### config.mk
export PLATFORM = sky130hd
export DESIGN_NAME = harness_csr_bridge_flat
export DESIGN_NICKNAME = d
export VERILOG_FILES = /design/src/rtl/harness_csr_bridge_if.sv /design/src/rtl/harness_csr_bridge.sv /design/src/flat_wrapper.sv
export SDC_FILE = /design/constraint.sdc
export NUM_CORES = 1
export LEC_CHECK = 0
export CORE_MARGIN = 2
export CORE_UTILIZATION = 53
export CTS_CLUSTER_DIAMETER = 120
export CTS_CLUSTER_SIZE = 20
export DETAILED_ROUTE_END_ITERATION = 16
export PLACE_DENSITY = 0.89
export SLEW_MARGIN = 20
export SYNTH_ARGS = -nofsm -noshare
export SYNTH_HDL_FRONTEND = slang
export SYNTH_SLANG_ARGS = --single-unit
### constraint.sdc
create_clock -name clk -period 14.9 [get_ports clk]
set_clock_uncertainty 0.15 [all_clocks]
set_input_delay 2.98 -clock clk [delete_from_list [all_inputs] [get_ports clk]]
set_output_delay 2.98 -clock clk [all_outputs]
set_load 0.005 [all_outputs]
### src/rtl/harness_csr_bridge_if.sv
// harness_csr_bridge_if: host command/response and tile CSR signals of the bridge
interface harness_csr_bridge_if #(
    parameter int REG_WIDTH     = 32,
    parameter int CSR_IN_WIDTH  = 16,
    parameter int CSR_OUT_WIDTH = 16
);
    logic                     en_req;
    logic                     cmd_valid;
    logic                     cmd_ready;
    logic [CSR_IN_WIDTH-1:0]  cmd_csr;
    logic [REG_WIDTH-1:0]     cmd_a;
    logic [REG_WIDTH-1:0]     cmd_b;
    logic                     tile_en;
    logic [CSR_IN_WIDTH-1:0]  csr_in;
    logic [REG_WIDTH-1:0]     data_reg_a;
    logic [REG_WIDTH-1:0]     data_reg_b;
    logic                     csr_in_re;
    logic [CSR_OUT_WIDTH-1:0] csr_out;
    logic                     csr_out_we;
    logic [REG_WIDTH-1:0]     data_reg_c;
    logic                     rsp_valid;
    logic                     rsp_ready;
    logic [CSR_OUT_WIDTH-1:0] rsp_csr;
    logic [REG_WIDTH-1:0]     rsp_data;
    logic                     busy;
    logic                     timeout_err;
    logic                     rsp_overflow;
    logic                     err_clr;
    modport master (
        output en_req, cmd_valid, cmd_csr, cmd_a, cmd_b, csr_in_re, csr_out, csr_out_we, data_reg_c, rsp_ready, err_clr,
        input  cmd_ready, tile_en, csr_in, data_reg_a, data_reg_b, rsp_valid, rsp_csr, rsp_data, busy, timeout_err, rsp_overflow
    );
    modport slave (
        input  en_req, cmd_valid, cmd_csr, cmd_a, cmd_b, csr_in_re, csr_out, csr_out_we, data_reg_c, rsp_ready, err_clr,
        output cmd_ready, tile_en, csr_in, data_reg_a, data_reg_b, rsp_valid, rsp_csr, rsp_data, busy, timeout_err, rsp_overflow
    );
endinterface

### src/rtl/harness_csr_bridge.sv
// harness_csr_bridge: host-to-tile CSR bridge with read-ack timeout and response FIFO
module harness_csr_bridge #(
    parameter int REG_WIDTH      = 32,
    parameter int CSR_IN_WIDTH   = 16,
    parameter int CSR_OUT_WIDTH  = 16,
    parameter int RSP_DEPTH      = 4,
    parameter int TIMEOUT_CYCLES = 255
) (
    input logic clk,
    input logic rst,
    harness_csr_bridge_if.slave bus
);
    localparam int CW = $clog2(TIMEOUT_CYCLES + 1);
    localparam int AW = $clog2(RSP_DEPTH);
    typedef enum logic {IDLE, WAIT_RE} state_t;
    state_t state_q, state_d;
    logic tile_en_q;
    logic [CSR_IN_WIDTH-1:0] csr_in_q, csr_in_d;
    logic [REG_WIDTH-1:0] a_q, a_d, b_q, b_d;
    logic [CW-1:0] wcnt_q, wcnt_d;
    logic tmo_q, tmo_d, ovf_q, ovf_d;
    logic accept, leave, tmo_hit;
    logic [CSR_OUT_WIDTH-1:0] mem_csr [RSP_DEPTH];
    logic [REG_WIDTH-1:0] mem_data [RSP_DEPTH];
    logic [AW-1:0] wr_q, wr_d, rd_q, rd_d;
    logic [AW:0] cnt_q, cnt_d;
    logic full, push, pop, ovf_set;
    always_ff @(posedge clk) begin
        if (rst) state_q <= IDLE;
        else state_q <= state_d;
    end
    // abort on lost enable outranks timeout, ack outranks both
    always_comb begin
        accept  = state_q == IDLE && tile_en_q && bus.cmd_valid;
        tmo_hit = state_q == WAIT_RE && !bus.csr_in_re && tile_en_q && wcnt_q == CW'(TIMEOUT_CYCLES);
        leave   = bus.csr_in_re || !tile_en_q || tmo_hit;
        state_d = state_q == IDLE ? (accept ? WAIT_RE : IDLE) : (leave ? IDLE : WAIT_RE);
    end
    always_comb begin
        bus.cmd_ready = state_q == IDLE && tile_en_q;
        bus.busy      = state_q == WAIT_RE;
    end
    always_comb begin
        csr_in_d = accept ? bus.cmd_csr : (state_q == WAIT_RE && leave) ? '0 : csr_in_q;
        a_d      = accept ? bus.cmd_a : a_q;
        b_d      = accept ? bus.cmd_b : b_q;
        wcnt_d   = accept ? '0 : state_q == WAIT_RE ? wcnt_q + 1'b1 : wcnt_q;
        full     = cnt_q == (AW+1)'(RSP_DEPTH);
        pop      = cnt_q != '0 && bus.rsp_ready;
        push     = bus.csr_out_we && (!full || pop);
        ovf_set  = bus.csr_out_we && full && !pop;
        wr_d     = wr_q + AW'(push);
        rd_d     = rd_q + AW'(pop);
        cnt_d    = cnt_q + (AW+1)'(push) - (AW+1)'(pop);
        tmo_d    = tmo_hit || (tmo_q && !bus.err_clr);
        ovf_d    = ovf_set || (ovf_q && !bus.err_clr);
    end
    always_ff @(posedge clk) begin
        if (rst) begin
            tile_en_q <= 1'b0;
            csr_in_q  <= '0;
            a_q       <= '0;
            b_q       <= '0;
            wcnt_q    <= '0;
            tmo_q     <= 1'b0;
            ovf_q     <= 1'b0;
            wr_q      <= '0;
            rd_q      <= '0;
            cnt_q     <= '0;
        end else begin
            tile_en_q <= bus.en_req;
            csr_in_q  <= csr_in_d;
            a_q       <= a_d;
            b_q       <= b_d;
            wcnt_q    <= wcnt_d;
            tmo_q     <= tmo_d;
            ovf_q     <= ovf_d;
            wr_q      <= wr_d;
            rd_q      <= rd_d;
            cnt_q     <= cnt_d;
        end
    end
    always_ff @(posedge clk) begin
        if (push) begin
            mem_csr[wr_q]  <= bus.csr_out;
            mem_data[wr_q] <= bus.data_reg_c;
        end
    end
    assign bus.tile_en      = tile_en_q;
    assign bus.csr_in       = csr_in_q;
    assign bus.data_reg_a   = a_q;
    assign bus.data_reg_b   = b_q;
    assign bus.rsp_valid    = cnt_q != '0;
    assign bus.rsp_csr      = mem_csr[rd_q];
    assign bus.rsp_data     = mem_data[rd_q];
    assign bus.timeout_err  = tmo_q;
    assign bus.rsp_overflow = ovf_q;
endmodule
### src/flat_wrapper.sv
// flat-port wrapper written by rule: the top's interface ports become plain ports
module harness_csr_bridge_flat 
#(
    parameter int REG_WIDTH      = 32,
    parameter int CSR_IN_WIDTH   = 16,
    parameter int CSR_OUT_WIDTH  = 16,
    parameter int RSP_DEPTH      = 4,
    parameter int TIMEOUT_CYCLES = 255
)
  (clk, rst, bus_en_req, bus_cmd_valid, bus_cmd_csr, bus_cmd_a, bus_cmd_b, bus_csr_in_re, bus_csr_out, bus_csr_out_we, bus_data_reg_c, bus_rsp_ready, bus_err_clr, bus_cmd_ready, bus_tile_en, bus_csr_in, bus_data_reg_a, bus_data_reg_b, bus_rsp_valid, bus_rsp_csr, bus_rsp_data, bus_busy, bus_timeout_err, bus_rsp_overflow);
  harness_csr_bridge_if #(.REG_WIDTH(REG_WIDTH), .CSR_IN_WIDTH(CSR_IN_WIDTH), .CSR_OUT_WIDTH(CSR_OUT_WIDTH)) bus_i ();
  input logic clk;
  input logic rst;
  input wire logic [$bits(bus_i.en_req)-1:0] bus_en_req;
  input wire logic [$bits(bus_i.cmd_valid)-1:0] bus_cmd_valid;
  input wire logic [$bits(bus_i.cmd_csr)-1:0] bus_cmd_csr;
  input wire logic [$bits(bus_i.cmd_a)-1:0] bus_cmd_a;
  input wire logic [$bits(bus_i.cmd_b)-1:0] bus_cmd_b;
  input wire logic [$bits(bus_i.csr_in_re)-1:0] bus_csr_in_re;
  input wire logic [$bits(bus_i.csr_out)-1:0] bus_csr_out;
  input wire logic [$bits(bus_i.csr_out_we)-1:0] bus_csr_out_we;
  input wire logic [$bits(bus_i.data_reg_c)-1:0] bus_data_reg_c;
  input wire logic [$bits(bus_i.rsp_ready)-1:0] bus_rsp_ready;
  input wire logic [$bits(bus_i.err_clr)-1:0] bus_err_clr;
  output wire logic [$bits(bus_i.cmd_ready)-1:0] bus_cmd_ready;
  output wire logic [$bits(bus_i.tile_en)-1:0] bus_tile_en;
  output wire logic [$bits(bus_i.csr_in)-1:0] bus_csr_in;
  output wire logic [$bits(bus_i.data_reg_a)-1:0] bus_data_reg_a;
  output wire logic [$bits(bus_i.data_reg_b)-1:0] bus_data_reg_b;
  output wire logic [$bits(bus_i.rsp_valid)-1:0] bus_rsp_valid;
  output wire logic [$bits(bus_i.rsp_csr)-1:0] bus_rsp_csr;
  output wire logic [$bits(bus_i.rsp_data)-1:0] bus_rsp_data;
  output wire logic [$bits(bus_i.busy)-1:0] bus_busy;
  output wire logic [$bits(bus_i.timeout_err)-1:0] bus_timeout_err;
  output wire logic [$bits(bus_i.rsp_overflow)-1:0] bus_rsp_overflow;
  assign bus_i.en_req = bus_en_req;
  assign bus_i.cmd_valid = bus_cmd_valid;
  assign bus_i.cmd_csr = bus_cmd_csr;
  assign bus_i.cmd_a = bus_cmd_a;
  assign bus_i.cmd_b = bus_cmd_b;
  assign bus_i.csr_in_re = bus_csr_in_re;
  assign bus_i.csr_out = bus_csr_out;
  assign bus_i.csr_out_we = bus_csr_out_we;
  assign bus_i.data_reg_c = bus_data_reg_c;
  assign bus_i.rsp_ready = bus_rsp_ready;
  assign bus_i.err_clr = bus_err_clr;
  assign bus_cmd_ready = bus_i.cmd_ready;
  assign bus_tile_en = bus_i.tile_en;
  assign bus_csr_in = bus_i.csr_in;
  assign bus_data_reg_a = bus_i.data_reg_a;
  assign bus_data_reg_b = bus_i.data_reg_b;
  assign bus_rsp_valid = bus_i.rsp_valid;
  assign bus_rsp_csr = bus_i.rsp_csr;
  assign bus_rsp_data = bus_i.rsp_data;
  assign bus_busy = bus_i.busy;
  assign bus_timeout_err = bus_i.timeout_err;
  assign bus_rsp_overflow = bus_i.rsp_overflow;
  harness_csr_bridge #(.REG_WIDTH(REG_WIDTH), .CSR_IN_WIDTH(CSR_IN_WIDTH), .CSR_OUT_WIDTH(CSR_OUT_WIDTH), .RSP_DEPTH(RSP_DEPTH), .TIMEOUT_CYCLES(TIMEOUT_CYCLES)) u_core (.clk(clk), .rst(rst), .bus(bus_i));
endmodule
; ---- Yosys cells after proc, flatten, opt, wreduce, memory -nomap -nowiden
; Memory sizes are Yosys's and may differ from the RTL's. A register that Yosys moved wholly into a read port is not among the register bits.
; Index checks and enable logic that the tools add are counted.
[totals]
ff_bits = 99
mem_bits_rw = 192
elab_cells = 55
out_inout_bits = 134
input_bits = 136
memories = 2
[classes]
mux = 9
bitwise = 1
reduce_logical = 25
n_eq_ne = 2
addsub = 5
[mem_list]
columns = name, words, word_bits, read_ports, rd_ports_with_merged_regs, write_ports, line
row1 = u_core.mem_data, 4, 32, 1, 1, 1, harness_csr_bridge.sv:24  ; logic [REG_WIDTH-1:0] mem_data [RSP_DEPTH];
row2 = u_core.mem_csr, 4, 16, 1, 1, 1, harness_csr_bridge.sv:23  ; logic [CSR_OUT_WIDTH-1:0] mem_csr [RSP_DEPTH];
[ops]
columns = cell, n
row1 = $mux W16, 2
row2 = $logic_and A1 B1 Y1, 12
row3 = $add A8 B1 Y8 const B, 1
row4 = $eq A8 B8 Y1 const B, 1
row5 = $logic_not A1 Y1, 5
row6 = $logic_or A1 B1 Y1, 5
row7 = $mux W1, 5
row8 = $add A2 B1 Y2, 2
row9 = $mux W2, 2
row10 = $add A3 B1 Y3, 1
row11 = $eq A3 B3 Y1 const B, 1
row12 = $reduce_bool A3 Y1, 1
row13 = $sub A3 B1 Y3, 1
row14 = $reduce_bool A2 Y1, 1
row15 = $reduce_or A2 Y1, 1
row16 = $not A1 Y1, 1

; ---- Longest topological paths before layout
; Gate-level depths: netlist of run 1.
[depth]
ltp_word = 8
depth_mapped = 9
depth_no_buf = 9

; ---- Worst setup path after synthesis of run 1
; No wires, ideal clock.
[synth_path]
path_type = input port to flip-flop
start = in bus_rsp_ready
end = mem u_core.mem_csr[1][0], enable pin
cell_stages = 3
setup_ns = 0.523
setup_slack_ns = 7.454
arrival_ns = 6.773
cell_sequence = nor4b_1 -> nand2b_1 -> nor3b_1
[synth_between]
elab_chain_cells = 5
[synth_rtl]
columns = item, line
row1 = "start, declared", flat_wrapper.sv:23  ; input wire logic [$bits(bus_i.rsp_ready)-1:0] bus_rsp_ready;
row2 = $logic_and A1 B1 Y1, harness_csr_bridge.sv:49  ; pop = cnt_q != '0 && bus.rsp_ready;
row3 = $logic_or A1 B1 Y1, harness_csr_bridge.sv:50  ; push = bus.csr_out_we && (!full || pop);
row4 = $logic_and A1 B1 Y1, harness_csr_bridge.sv:50
row5 = $mux W1, harness_csr_bridge.sv:84  ; if (push) begin
row6 = $mux W1 (not written as such), harness_csr_bridge.sv:85  ; mem_csr[wr_q] <= bus.csr_out;
row7 = "end, declared", harness_csr_bridge.sv:23
; No other way between the ends.

==> results of run 1 <==
-- final cells by class --
cell class / instances / area [um^2] / area share
Tap cell: 270 / 337.8 / 0.02394
Clock inverter: 1 / 11.26 / 0.0007979
Timing Repair Buffer: 276 / 2740 / 0.1941
Sequential cell: 291 / 7752 / 0.5493
Multi-Input combinational cell: 360 / 2738 / 0.1940
Inverter: 3 / 11.26 / 0.0007979
Antenna cell: 1 / 2.502 / 0.0001773
Clock buffer: 31 / 520.5 / 0.03688
-- logic make-up after synthesis --
logic type,after synthesis,share of synthesized area
and+or+nand+nor,189,0.07560
muxes,66,0.1171
adders and majority gates,4,0.005342
DFF,291,0.7191
xor gates and xnor gates,8,0.006504
buffers and inverters,43,0.02868
AOI/OAI and AO/OA,93,0.04773
-- flip-flops by register name (all words and copies together), names as in the netlist --
signal                   count
u_core.bus.busy              1
u_core.bus.csr_in           16
u_core.bus.data_reg_a       32
u_core.bus.data_reg_b       32
u_core.bus.rsp_overflow      1
u_core.bus.tile_en           1
u_core.bus.timeout_err       1
u_core.cnt_q                 3
u_core.mem_csr              64
u_core.mem_data            128
u_core.rd_q                  2
u_core.wcnt_q                8
u_core.wr_q                  2
-- cells in the final DEF (no fill, tap or decap), drive strengths merged, types with 4 or more instances in the layout --
cell             n
clkdlybuf4s50  268
edfxtp         192
nand2          149
dfxtp           99
a21oi           69
mux4            48
clkbuf          31
mux2i           18
o22ai           16
nor2            13
buf              8
xor2             6
nor2b            6
nand4            5
or3              4
inv              4
-- where the power goes --
part | leakage [nW] | total [mW] | internal, mW | switching [mW]
combinational | 1.87 | 0.375 | 0.245 | 0.130
clock | 0.254 | 0.493 | 0.241 | 0.252
sequential | 2.57 | 0.978 | 0.924 | 0.0545
total | 4.69 | 1.85 | 1.41 | 0.436
-- metrics by stage --
stage / total power, mW / hold WS, ps / std cells
finish: 1.846 / 305.0 / 1233
global route: 1.922 / 327.2 / 1232
CTS: 1.867 / 308.6 / 1232
detailed placement: 1.378 / 296.5 / 1200
global placement: 1.365 / 290.4 / 1200
floorplan: 1.174 / 302.7 / 694
-- worst max-delay path: cells and delay by family (launching register included) --
family | cells | cell delay [ps]
flops | 1 | 1010
mux | 1 | 640
buf+inv | 1 | 460
-- per-layer routing --
metal | vias up | share of wire
met2 | 262 | 0.51
li1 | 3080 | -
met5 | - | 0
met4 | 0 | 0.024
met1 | 3231 | 0.39
met3 | 42 | 0.071
-- worst paths after layout --
kind,end,slack (ps),cells after the start
hold reg to reg,u_core.bus.data_reg_b[5],300,2
hold / removal,u_core.bus.data_reg_b[5],300,2
setup / recovery,bus_rsp_data[2],9130,2
setup reg to reg,u_core.bus.csr_in[1],12660,3
==> flow_metrics.tcl, run 1 <==
set metrics [dict create \
    cts_tree "done" \
    final.setup.tns_ps 0 \
    postSynthCellCount 694 \
    cts_hold_buf 0 \
    cap_violations 0 \
    synth_area_leaders "edfxtp_1 54%, dfxtp_1 18%, mux4_2 10%" \
    clockBufferDepth 3 \
    ys_async_sr_fraction 0 \
    n_fill_cell 1287 \
    ys_seq_area_frac 0.7191 \
    dp_slack_ps 9556 \
    fmax_mhz 173.2 \
    finalHoldViolations 0 \
    maxSlewViolCount 0 \
    critPathLaunchType "flip-flop" \
    min_path_type "reg -> reg" \
    htree_levels 1 \
    grt_max_degree 78 \
    routed_wl_um 23920 \
    post-route-util 0.7020 \
    dominantRegCellSynth "edfxtp_1" \
    syn_nets 834 \
    grt_overflow_total 0 \
    grt_use_met1 0.2773 \
    dr.pass1.iters 4 \
    critPathMaxFanout 50 \
    critical_path_class "reg -> out" \
    arrival_ps 2640 \
    cts.sinks 291 \
    coreArea_um2 20100 \
    run_status "completed" \
    synth_common_cells "192 x edfxtp_1, 148 x nand2_1, 99 x dfxtp_1" \
    crit_chain "mux4_2 -> clkdlybuf4s50_1" \
    grt-busiest-layer "met2" \
    gp_congestion 0.8016 \
    num_vias 6615 \
    timing.final.crit_share 0.3875 \
    r2r_start "u_core.bus.busy" \
    postRouteAntennaNets 0 \
    grt.met2_usage 0.3835 \
    period_minus_slack_ps 5774 \
    setup_viol 0 \
    worstSkewPairLatency_ps 500 \
    synth_top_area_cell "edfxtp_1" \
    synth.cell_area_um2 10770 \
    cts.clk_slew.worst_paths_ps 90 \
    grt_pass1_wl_um 37050 \
    cts_made_buffers 18 \
    dr.first_iter.drc_count 331 \
    gr-usage-met3 0.05344 \
    grt_pass1_vias 6780 \
    cpMaxStageDelayCell "dfxtp_4" \
    pin_count 270 \
    avgRoutedWirePerCell_um 19.40 \
    synth_top_cell_area_share 0.5351 \
    setup_ws_ps 9126 \
    rsz0062_at_grt "no" \
    initial_utilization 0.5359 \
    ys_ff_latch 291 \
    drive_gt1_frac 0.09356 \
    route.detailed.drc 0 \
    die_w_um 146.6 \
    synthDistinctLibCells 39 \
    startpoint "u_core.rd_q[0]" \
    cts_resized 0 \
    fin_area_um2 14110 \
    root_buffer "clkbuf_16" \
    yosysWarnings 0 \
    viasPerCell 5.365 \
    hpwl_um 15640 \
    die_y_um 146.6 \
    antenna_found_initial 0 \
    required_ps 11770 \
    slowest_delay_ps 1010 \
    grt_usage 0.2195 \
    layout-area-overhead-vs-synth_pct 30.99 \
    irDropWorstVdd_v 0.00009825 \
    yosysMostFrequentCell "edfxtp_1" \
    leakage_nw 4.691 \
    place_area_um2 13580 \
    slew_headroom 0.3349 \
    worst_setup_path_end_kind "output pin" \
    hp-start "u_core.bus.data_reg_b[5]" \
    worst_pin_slew_ps 997.6 \
    cellPowerDensity_nw_per_um2 130.8 \
    rows 52 \
    nNetsFinal 1090 \
    cts_post_setup_buffers_inserted 0 \
    syn_avg_cell_area_um2 15.52 \
    dieArea_um2 21480 \
    io_buffers 269 \
    synth_edf_count 192 \
]
(Power assumes the default switching activity.)
==> run 2, diff against run 1 <==
--- a/config.mk
+++ b/config.mk
@@ -6,11 +6,11 @@
 export NUM_CORES = 1
 export LEC_CHECK = 0
 export CORE_MARGIN = 2
-export CORE_UTILIZATION = 53
+export CORE_UTILIZATION = 44
 export CTS_CLUSTER_DIAMETER = 120
 export CTS_CLUSTER_SIZE = 20
 export DETAILED_ROUTE_END_ITERATION = 16
-export PLACE_DENSITY = 0.89
+export PLACE_DENSITY = 0.8
 export SLEW_MARGIN = 20
 export SYNTH_ARGS = -nofsm -noshare
 export SYNTH_HDL_FRONTEND = slang
==> constraint.sdc (replaced) <==
create_clock -name clk -period 5 [get_ports clk]
set_clock_uncertainty 0.15 [all_clocks]
set_input_delay 1 -clock clk [delete_from_list [all_inputs] [get_ports clk]]
set_output_delay 1 -clock clk [all_outputs]
set_load 0.005 [all_outputs]
==> flow_metrics.tcl, run 2 (synthesis results as in run 1) <==
set metrics [dict create \
    run_status "completed" \
    routed_wl_um 22950 \
    route.detailed.drc 0 \
    cts.clk_slew.worst_paths_ps 80 \
    cts_post_setup_buffers_inserted 0 \
    grt_pass1_vias 6620 \
    critPathMaxFanout 25 \
    io_buffers 269 \
    pin_count 270 \
    coreArea_um2 24180 \
    htree_levels 1 \
    dieArea_um2 25750 \
    dr.pass1.iters 4 \
    critPathCapture "bus_rsp_csr[13]" \
    rr_endpoint "u_core.cnt_q[2]" \
    root_buffer "clkbuf_16" \
    fmax_mhz 266.0 \
    arrival_ps 2610 \
    layout-area-overhead-vs-synth_pct 31.80 \
    period_minus_slack_ps 3759 \
    antenna_found_initial 1 \
    min_path_type "reg -> reg" \
    cts.sinks 291 \
    final_cell_mix "268 x clkdlybuf4s50_1, 192 x edfxtp_1, 148 x nand2_1" \
    grt_max_degree 75 \
    worst_setup_path_end_kind "output pin" \
    clockBufferDepth 3 \
    grt_overflow_total 0 \
    reg2reg_depth 9 \
    hold_depth 2 \
    cts_resized 0 \
    largest_register_ffs 128 \
    dpl.cell_count 1254 \
    startpoint "u_core.rd_q[1]" \
    cap_violations 0 \
    largest_register "u_core.mem_data" \
    largest_registers "u_core.mem_data (128), u_core.mem_csr (64)" \
    cts_hold_buf 0 \
    rows 57 \
    cts_tree "done" \
    irDropWorstVdd_v 0.0002429 \
    postRouteAntennaNets 0 \
    leakage_nw 4.699 \
    post-route-util 0.5873 \
    finalHoldViolations 0 \
    final.setup.tns_ps 0 \
    critical_path_class "reg -> out" \
    dr.first_iter.drc_count 338 \
    rsz0062_at_grt "no" \
    worstSkewPairLatency_ps 490 \
    stdcell_count 1288 \
    slew_headroom 0.4614 \
    setup_ws_ps 1241 \
    final_common_cell "clkdlybuf4s50_1" \
    num_vias 6502 \
    worst_pin_slew_ps 808.0 \
    avgRoutedWirePerCell_um 17.82 \
    critPathLaunchType "flip-flop" \
    setup_viol 0 \
    hpwl_um 14950 \
    r2r_start "u_core.cnt_q[1]" \
    maxSlewViolCount 0 \
    grt_pass1_wl_um 35600 \
    viasPerCell 5.048 \
    cts_made_buffers 18 \
    power_mw 5.488 \
    grt_usage 0.1741 \
    cellPowerDensity_nw_per_um2 386.5 \
    rrSetupSlack_ps 2690 \
    die_y_um 160.5 \
    drive_gt1_frac 0.09459 \
    gp_congestion 0.7884 \
    nNetsFinal 1091 \
    die_w_um 160.5 \
    required_ps 3850 \
    timing.final.crit_share 0.7519 \
    dp_slack_ps 1597 \
    initial_utilization 0.4456 \
]
==> run 2: changes by cell type in the layout (fill, tap and decap cells not counted) <==
cell,delta
buf_12,+1
clkbuf_1,-1
diode_2,+1
==> run 2: through the flow <==
step	hold slack [ps]	area, um^2
after floorplan	302.7	10770
after global placement	290.6	13640
after detailed placement	295.7	13650
after CTS	305.7	14170
after global routing	322.8	14190
final	304.3	14200
==> run 2: worst min-delay path by stage <==
stage / from / end
floorplan: u_core.bus.data_reg_a[0] / u_core.bus.data_reg_a[0]
global placement: u_core.bus.data_reg_a[11] / u_core.bus.data_reg_a[11]
detailed placement: u_core.bus.data_reg_b[15] / u_core.bus.data_reg_b[15]
CTS: u_core.bus.data_reg_a[29] / u_core.bus.data_reg_a[29]
global route: u_core.bus.data_reg_b[10] / u_core.bus.data_reg_b[10]
finish: u_core.bus.data_reg_b[6] / u_core.bus.data_reg_b[6]
==> run 2: cell type report <==
| cell class | instances | area, um^2 |
|---|---|---|
| tap | 324 | 405.4 |
| clock buffer | 30 | 516.7 |
| sequential | 291 | 7752 |
| multi-input combinational | 360 | 2738 |
| antenna | 2 | 5.005 |
| inverter | 3 | 11.26 |
| timing repair buffer | 277 | 2760 |
| fill | 1825 | 9977 |
| clock inverter | 1 | 11.26 |
==> run 2: per-layer routing <==
layer	routed length [um]	up-vias	part of all wire	global-route usage
li1	-	3082	-	-
met1	9131	3139	0.40	0.2218
met2	11270	247	0.49	0.2958
met3	2132	32	0.093	0.05191
met4	399	2	0.017	0.03931
met5	13	-	0.00057	0
==> run 2: report_power, final <==
group	internal (mW)	total (mW)	leakage (nW)	switching, mW
clock	0.715	1.45	0.253	0.737
sequential	2.75	2.87	2.57	0.122
combinational	0.743	1.16	1.88	0.420
==> run 2: critical path, stage by stage (launching register included) <==
cell and delay [ps]:
dfxtp_2 770, buf_4 470, mux4_2 370, clkdlybuf4s50_1 500
==> run 3, diff against run 2 <==
--- a/config.mk
+++ b/config.mk
@@ -6,11 +6,11 @@
 export NUM_CORES = 1
 export LEC_CHECK = 0
 export CORE_MARGIN = 2
-export CORE_UTILIZATION = 44
+export CORE_UTILIZATION = 49
 export CTS_CLUSTER_DIAMETER = 120
 export CTS_CLUSTER_SIZE = 20
 export DETAILED_ROUTE_END_ITERATION = 16
-export PLACE_DENSITY = 0.8
+export PLACE_DENSITY = 0.84
 export SLEW_MARGIN = 20
 export SYNTH_ARGS = -nofsm -noshare
 export SYNTH_HDL_FRONTEND = slang
==> constraint.sdc (replaced) <==
create_clock -name clk -period 3.7 [get_ports clk]
set_clock_uncertainty 0.15 [all_clocks]
set_input_delay 0.74 -clock clk [delete_from_list [all_inputs] [get_ports clk]]
set_output_delay 0.74 -clock clk [all_outputs]
set_load 0.005 [all_outputs]
==> flow_metrics.tcl, run 3 (synthesis results as in run 1) <==
set metrics [dict create \
    leakage_nw 4.730 \
    largest_register_ffs 128 \
    htree_levels 1 \
    cts_made_buffers 18 \
    critPathLaunchType "flip-flop" \
    cts_hold_buf 0 \
    n_fill_cell 1457 \
    finalHoldViolations 0 \
    rows 54 \
    crit_chain "buf_12 -> mux4_2 -> clkdlybuf4s50_1" \
    setup_ws_ps 354.6 \
    dp_slack_ps 584.0 \
    run_status "completed" \
    viasPerCell 5.237 \
    largest_registers "u_core.mem_data (128), u_core.mem_csr (64)" \
    critical-path-top-delay-family "buffers and inverters" \
    cts_resized 0 \
    gp_congestion 0.7361 \
    rr_endpoint "u_core.cnt_q[2]" \
    grt_usage 0.1950 \
    startpoint "u_core.rd_q[0]" \
    coreArea_um2 21690 \
    maxSlewViolCount 0 \
    grt_pass1_vias 6764 \
    cts.clk_slew.worst_paths_ps 80 \
    fin_area_um2 14220 \
    worst_setup_path_end_kind "output pin" \
    cts_tree "done" \
    largest_register "u_core.mem_data" \
    worstSkewPairLatency_ps 500 \
    worst_pin_slew_ps 720.0 \
    rsz0062_at_grt "no" \
    initial_utilization 0.4968 \
    grt_pass1_wl_um 36280 \
    root_buffer "clkbuf_16" \
    dr.first_iter.drc_count 386 \
    final.setup.tns_ps 0 \
    cpMaxStageDelayCell "dfxtp_4" \
    die_w_um 152.3 \
    multi_input_area_um2 2735 \
    rrSetupSlack_ps 1480 \
    grt_max_degree 67 \
    critPathMaxFanout 26 \
    dr.pass1.iters 4 \
    clockBufferDepth 3 \
    fmax_mhz 298.9 \
    place_area_um2 13690 \
    slowest_delay_ps 620 \
    layout-area-overhead-vs-synth_pct 31.98 \
    timing.final.crit_share 0.9042 \
    dieArea_um2 23190 \
    crit_buf_inv 2 \
    min_path_type "reg -> reg" \
    drive_gt1_frac 0.09731 \
    routed_wl_um 23010 \
    nNetsFinal 1095 \
    postRouteAntennaNets 0 \
    avgRoutedWirePerCell_um 18.45 \
    grt_overflow_total 0 \
    io_buffers 269 \
    required_ps 2810 \
    slew_headroom 0.5200 \
    cts.sinks 291 \
    route.detailed.drc 0 \
    cp.depth 3 \
    antenna_found_initial 2 \
    reg2reg_depth 9 \
    final_cell_mix "268 x clkdlybuf4s50_1, 192 x edfxtp_1, 148 x nand2_1" \
    r2r_start "u_core.cnt_q[1]" \
    critical_path_class "reg -> out" \
    die_y_um 152.3 \
    period_minus_slack_ps 3345 \
    irDropWorstVdd_v 0.0003453 \
    hpwl_um 15200 \
    cts_post_setup_buffers_inserted 0 \
    power_mw 7.470 \
    num_vias 6531 \
    cap_violations 0 \
    setup_viol 0 \
    critPathCapture "bus_rsp_data[22]" \
    pin_count 270 \
    regArea_um2 7752 \
    arrival_ps 2460 \
    final_common_cell "clkdlybuf4s50_1" \
    cellPowerDensity_nw_per_um2 525.3 \
]
## run 3: cell types whose count changed in the layout (fill, tap and decap cells not counted)
cell     previous run  this run
buf_12              1         5
diode_2             2         1
nor2b_1             5         6
nor2b_2             1         0
## run 3: area by class of cell
class,instances,share of cell area
clock buffer,30,0.03634
sequential,291,0.5452
antenna,1,0.0001760
tap,280,0.02464
multi-input combinational,360,0.1923
inverter,3,0.0007919
timing repair buffer,281,0.1997
clock inverter,1,0.0007919
## run 3: worst min-delay path by stage
stage                     cells after the start                        end                 startpoint  slack [ps]
after detailed placement                      2  u_core.bus.data_reg_b[31]  u_core.bus.data_reg_b[31]         300
after floorplan                               2   u_core.bus.data_reg_a[0]   u_core.bus.data_reg_a[0]         300
after CTS                                     2  u_core.bus.data_reg_b[31]  u_core.bus.data_reg_b[31]         310
final                                         2   u_core.bus.data_reg_b[5]   u_core.bus.data_reg_b[5]         310
after global routing                          2  u_core.bus.data_reg_a[28]  u_core.bus.data_reg_a[28]         330
after global placement                        2   u_core.bus.data_reg_a[4]   u_core.bus.data_reg_a[4]         290
## run 3: metal layers
| metal | vias to the layer above | wire, um | track usage |
|---|---|---|---|
| met5 | - | 13 | 0 |
| met4 | 2 | 248 | 0.03649 |
| met3 | 20 | 1907 | 0.06030 |
| met2 | 230 | 11780 | 0.3477 |
| met1 | 3186 | 9057 | 0.2364 |
| li1 | 3093 | - | - |
## run 3: per-stage QoR
stage               utilization  instances  hold WS, ps
CTS                      0.6555       1246        306.5
floorplan                     -        694        302.7
detailed placement       0.6312       1215        296.1
finish                   0.6556       1247        305.3
global route             0.6556       1247        326.6
global placement         0.6312       1215        290.6
## run 3: tightest hold or removal path: cells and delay by family, from the launching register on
family | cells | cell delay, ps
AND/OR/NAND/NOR | 1 | 50
flip-flops | 1 | 310
AO/OA/AOI/OAI | 1 | 50
## run 3: where the power goes
part	internal (mW)	switching (mW)
logic	1.02	0.610
registers	3.72	0.146
clock network	0.966	1.01
total	5.71	1.76
==> edit 1, RTL diff (flow settings as in run 2) <==
Reset style: asynchronous (`rst`), changed in 2 clocked blocks.
--- a/src/rtl/harness_csr_bridge.sv
+++ b/src/rtl/harness_csr_bridge.sv
@@ -25,7 +25,7 @@
     logic [AW-1:0] wr_q, wr_d, rd_q, rd_d;
     logic [AW:0] cnt_q, cnt_d;
     logic full, push, pop, ovf_set;
-    always_ff @(posedge clk) begin
+    always_ff @(posedge clk or posedge rst) begin
         if (rst) state_q <= IDLE;
         else state_q <= state_d;
     end
@@ -55,7 +55,7 @@
         tmo_d    = tmo_hit || (tmo_q && !bus.err_clr);
         ovf_d    = ovf_set || (ovf_q && !bus.err_clr);
     end
-    always_ff @(posedge clk) begin
+    always_ff @(posedge clk or posedge rst) begin
         if (rst) begin
             tile_en_q <= 1'b0;
             csr_in_q  <= '0;
Behaviour: differs if rst is asserted again (counterexample within 4 cycles, from zero or initial values and one cycle with rst high); with rst held inactive, the same outputs for 4 cycles.
==> edit 1 against run 2 <==
- non-clock buffer count grew 3
- sequential share of layout area grew 2.4 points
- worst setup slack lost 140 ps
- sequential power grew 19%
- synthesized area grew 1.5%
- power grew 24%
- count of clock-buffer cells in the layout is the same
- design area grew 1.9%
- final cell count shrank 2.1%
- sequential cell count is the same
- routed wire length grew 5.3%
==> edit 1: results (changes against run 2) <==
stage	metric	value	unit	change
final_layout	signal_buffers	280		was 277
yosys	synth-compound-area-share	0.0144		was 0.0477
global_routing	grt_usage	0.183		was 0.174
global_routing	grt_max_degree	86		was 75
pwr	p_comb_frac	0.283		was 0.212
final_layout	multi_input_area_share	0.171		was 0.193
critical_path	cp_max_fo	50		was 25
critical_path	r2r_end	u_core.mem_data[3][19]		was u_core.cnt_q[2]
status	outcome	finished, final reports clean		unchanged
pwr	total_power	6.80	mW	was 5.49 mW
critical_path	worst_path_max_delay_cell	dfrtp_4		was dfxtp_2
critical_path	cpPeakStageDelay	1070	ps	was 770 ps
final_layout	drive_above_1_share	0.0982		was 0.0946
yosys	synth_nets	798		was 834
routing	routed-via-count	6307		was 6502
final_layout	diodes	0		was 2
yosys	synth_cell_type_count	36		was 39
worst_hold_path	holdPathEnd	u_core.bus.data_reg_a[15]		was u_core.bus.data_reg_b[6]
final_layout	clk_share	0.0365		was 0.0372
global_routing	use_met2	0.309		was 0.296
final_layout	nets	1066		was 1091
yosys	synth_common_cells	nand2_1 (198), edfxtp_1 (192), dfrtp_1 (99)		was edfxtp_1 (192), nand2_1 (148), dfxtp_1 (99)
global_routing	use_met1	0.238		was 0.222
final_layout	multi_input_cells	329		was 360
critical_path	crit_path_end	bus_rsp_data[23]		was bus_rsp_csr[13]
critical_path	cpLargestDelayFamily	flip-flops		was buffers and inverters
critical_path	critPathLaunch	u_core.rd_q[0]		was u_core.rd_q[1]
yosys	synthAdderAreaFrac	0.00526		was 0.00534
global_routing	met3_usage	0.0572		was 0.0519
pwr	p_sw	1.80	mW	was 1.28 mW
[edit 1: changes by cell type after synthesis, moves of 3 or more]
cell | run 2 | this run
dfrtp_1 | 0 | 99
dfxtp_1 | 99 | 0
a21oi_1 | 69 | 18
nand2_1 | 148 | 198
o22ai_1 | 16 | 0
nor2_1 | 13 | 5
buf_6 | 15 | 9
nor2b_1 | 6 | 2
inv_1 | 3 | 6
nand3_1 | 0 | 3
[edit 1: logic make-up after synthesis]
logic type,Yosys count
flip-flops,291
buffers and inverters,38
AND/OR/NAND/NOR,224
adder cells (fa/ha/maj),4
XOR/XNOR,8
multiplexers,65
AO/OA/AOI/OAI,28
[edit 1: through the flow]
stage	std cells	cell area (um^2)	util	TNS [ps]	setup WS, ps
after floorplan	658	10900	-	-51870	-463
after detailed placement	1229	13900	0.571	0	1580
after global routing	1261	14500	0.593	0	910
after global placement	1229	13900	0.571	0	1590
after CTS	1260	14500	0.592	0	1030
final	1261	14500	0.593	0	1100
==> edit 2, RTL diff (settings of run 2) <==
Without the edit above. `REG_WIDTH` is set to 32 in 3 places; all go to 16.
--- a/src/rtl/harness_csr_bridge_if.sv
+++ b/src/rtl/harness_csr_bridge_if.sv
@@ -1,6 +1,6 @@
 // harness_csr_bridge_if: host command/response and tile CSR signals of the bridge
 interface harness_csr_bridge_if #(
-    parameter int REG_WIDTH     = 32,
+    parameter int REG_WIDTH     = 16,
     parameter int CSR_IN_WIDTH  = 16,
     parameter int CSR_OUT_WIDTH = 16
 );
--- a/src/rtl/harness_csr_bridge.sv
+++ b/src/rtl/harness_csr_bridge.sv
@@ -1,6 +1,6 @@
 // harness_csr_bridge: host-to-tile CSR bridge with read-ack timeout and response FIFO
 module harness_csr_bridge #(
-    parameter int REG_WIDTH      = 32,
+    parameter int REG_WIDTH      = 16,
     parameter int CSR_IN_WIDTH   = 16,
     parameter int CSR_OUT_WIDTH  = 16,
     parameter int RSP_DEPTH      = 4,
--- a/src/flat_wrapper.sv
+++ b/src/flat_wrapper.sv
@@ -1,7 +1,7 @@
 // flat-port wrapper written by rule: the top's interface ports become plain ports
 module harness_csr_bridge_flat 
 #(
-    parameter int REG_WIDTH      = 32,
+    parameter int REG_WIDTH      = 16,
     parameter int CSR_IN_WIDTH   = 16,
     parameter int CSR_OUT_WIDTH  = 16,
     parameter int RSP_DEPTH      = 4,
Interface: changed (6 resized); port bits go from 270 to 174. No check against the original RTL was run, so the function may have changed too.
==> edit 2 against run 2 <==
- routed wire length shrank 32%
- sequential power shrank 31%
- final cell count shrank 32%
- power shrank 24%
- sequential cell count shrank 96
- worst setup slack lost 120 ps
- design area shrank 30%
- synthesized area shrank 31%
==> edit 2: results (changes against run 2) <==
stage	metric	value	unit	change
yosys	synth_common_cells	edfxtp_1 (128), nand2_1 (68), dfxtp_1 (67)		was edfxtp_1 (192), nand2_1 (148), dfxtp_1 (99)
critical_path	reg2reg_setup_slack	2650	ps	was 2690 ps
critical_path	crit_path_end	bus_rsp_csr[4]		was bus_rsp_csr[13]
yosys	synth-edff-count	128		was 192
routing	dr.first_iter.drc_count	256		was 338
yosys	syn_inst	470		was 694
sta	slew_headroom	0.361		was 0.461
global_routing	grt_pass1_wl	24900	um	was 35600 um
critical_path	r2r-start	u_core.bus.busy		was u_core.cnt_q[1]
clock_network	htreeDepth	4		was 1
critical_path	reg2reg_depth	3		was 9
routing	wl_per_cell	17.7	um	was 17.8 um
placement	gp_congestion	0.775		was 0.788
yosys	synthAdderAreaFrac	0.00779		was 0.00534
global_routing	met3_usage	0.0632		was 0.0519
global_routing	grt_usage	0.182		was 0.174
pwr	p_leak	3.36	nW	was 4.70 nW
final_layout	largestRegisters	u_core.mem_csr (64), u_core.mem_data (64)		was u_core.mem_data (128), u_core.mem_csr (64)
pwr	sw_frac_of_total	0.235		was 0.233
sta	fin_crit_sh	0.777		was 0.752
final_layout	diodes	0		was 2
routing	wl_met2	7950	um	was 11300 um
critical_path	r2r_end	u_core.bus.csr_in[3]		was u_core.cnt_q[2]
placement	dp_cells	843		was 1254
clock_network	clockBufferDepth	2		was 3
global_routing	antenna_found_initial	0		was 1
final_layout	nets	734		was 1091
status	outcome	finished, final reports clean		unchanged
yosys	synth_top_cells_by_area	edfxtp_1 (52%), dfxtp_1 (18%), mux4_2 (9.8%)		was edfxtp_1 (54%), dfxtp_1 (18%), mux4_2 (10%)
yosys	synthMuxAreaShare	0.122		was 0.117
global_routing	grt_pass1_vias	4790		was 6620
routing	route.top_layer_used	met4		was met5
yosys	synth_cell_type_count	42		was 39
critical_path	critPathLaunch	u_core.rd_q[0]		was u_core.rd_q[1]
routing	met3WireLength	1170	um	was 2130 um
global_routing	use_met1	0.212		was 0.222
critical_path	cpPeakStageDelay	960	ps	was 770 ps
routing	wl_met1	6180	um	was 9130 um
placement	dp_hpwl	10400	um	was 15000 um
clock_network	numCtsBuffers	17		was 18
placement	port_buffers	173		was 269
critical_path	cp_max_fo	26		was 25
placement	dpl_cell_area	9290	um^2	was 13600 um^2
clock_network	clk_latency	430	ps	was 490 ps
global_routing	use_met2	0.320		was 0.296
critical_path	cp.arrival	2730	ps	was 2610 ps
final_layout	stdcell_count	875		was 1288
yosys	synth_xor_area_frac	0.00949		was 0.00650
yosys	synth-compound-area-share	0.0571		was 0.0477
final_layout	drive_above_1_share	0.144		was 0.0946
-- edit 2: final cells by class --
class,instances,area (um^2)
fillers,1233,6590
well taps,220,275
repair buffers,178,1770
flip-flops and latches,195,5190
inverters,19,71.3
clock inverters,15,221
multi-input cells,231,1990
clock buffers,17,425
-- edit 2: power groups by stage --
| stage | Clock (mW) | Sequential [mW] | Combinational [mW] |
|---|---|---|---|
| finish | 1.46 | 1.97 | 0.766 |
| global route | 1.55 | 1.99 | 0.832 |
| CTS | 1.49 | 1.98 | 0.781 |
| detailed placement | 0 | 2.01 | 0.778 |
| floorplan | 0 | 1.92 | 0.448 |
| global placement | 0 | 2.00 | 0.764 |
-- edit 2: how the worst min path moves through the flow --
stage / startpoint / to / slack, ps / cells after the start
3_5_place_dp: u_core.bus.data_reg_b[8] / u_core.bus.data_reg_b[8] / 300 / 2
6_report: u_core.bus.data_reg_b[6] / u_core.bus.data_reg_b[6] / 310 / 2
5_1_grt: u_core.bus.data_reg_b[3] / u_core.bus.data_reg_b[3] / 330 / 2
4_1_cts: u_core.bus.data_reg_b[6] / u_core.bus.data_reg_b[6] / 310 / 2
2_1_floorplan: u_core.bus.data_reg_a[0] / u_core.bus.data_reg_a[0] / 300 / 2
3_3_place_gp: u_core.bus.data_reg_b[9] / u_core.bus.data_reg_b[9] / 290 / 2
-- edit 2: kinds of logic (layout without fill, tap and decap cells) --
logic type,Yosys count,count (layout)
flip-flops,195,195
AND/OR/NAND/NOR,108,108
AO/OA/AOI/OAI,61,61
multiplexers,50,50
buffers and inverters,44,229
XOR/XNOR,8,8
adder cells (fa/ha/maj),4,4
-- edit 2: worst max-delay path, delay by kind of cell (launching register included) --
kind	cells	cell delay [ps]
flip-flops	1	960
buffers and inverters	2	820
multiplexers	1	530
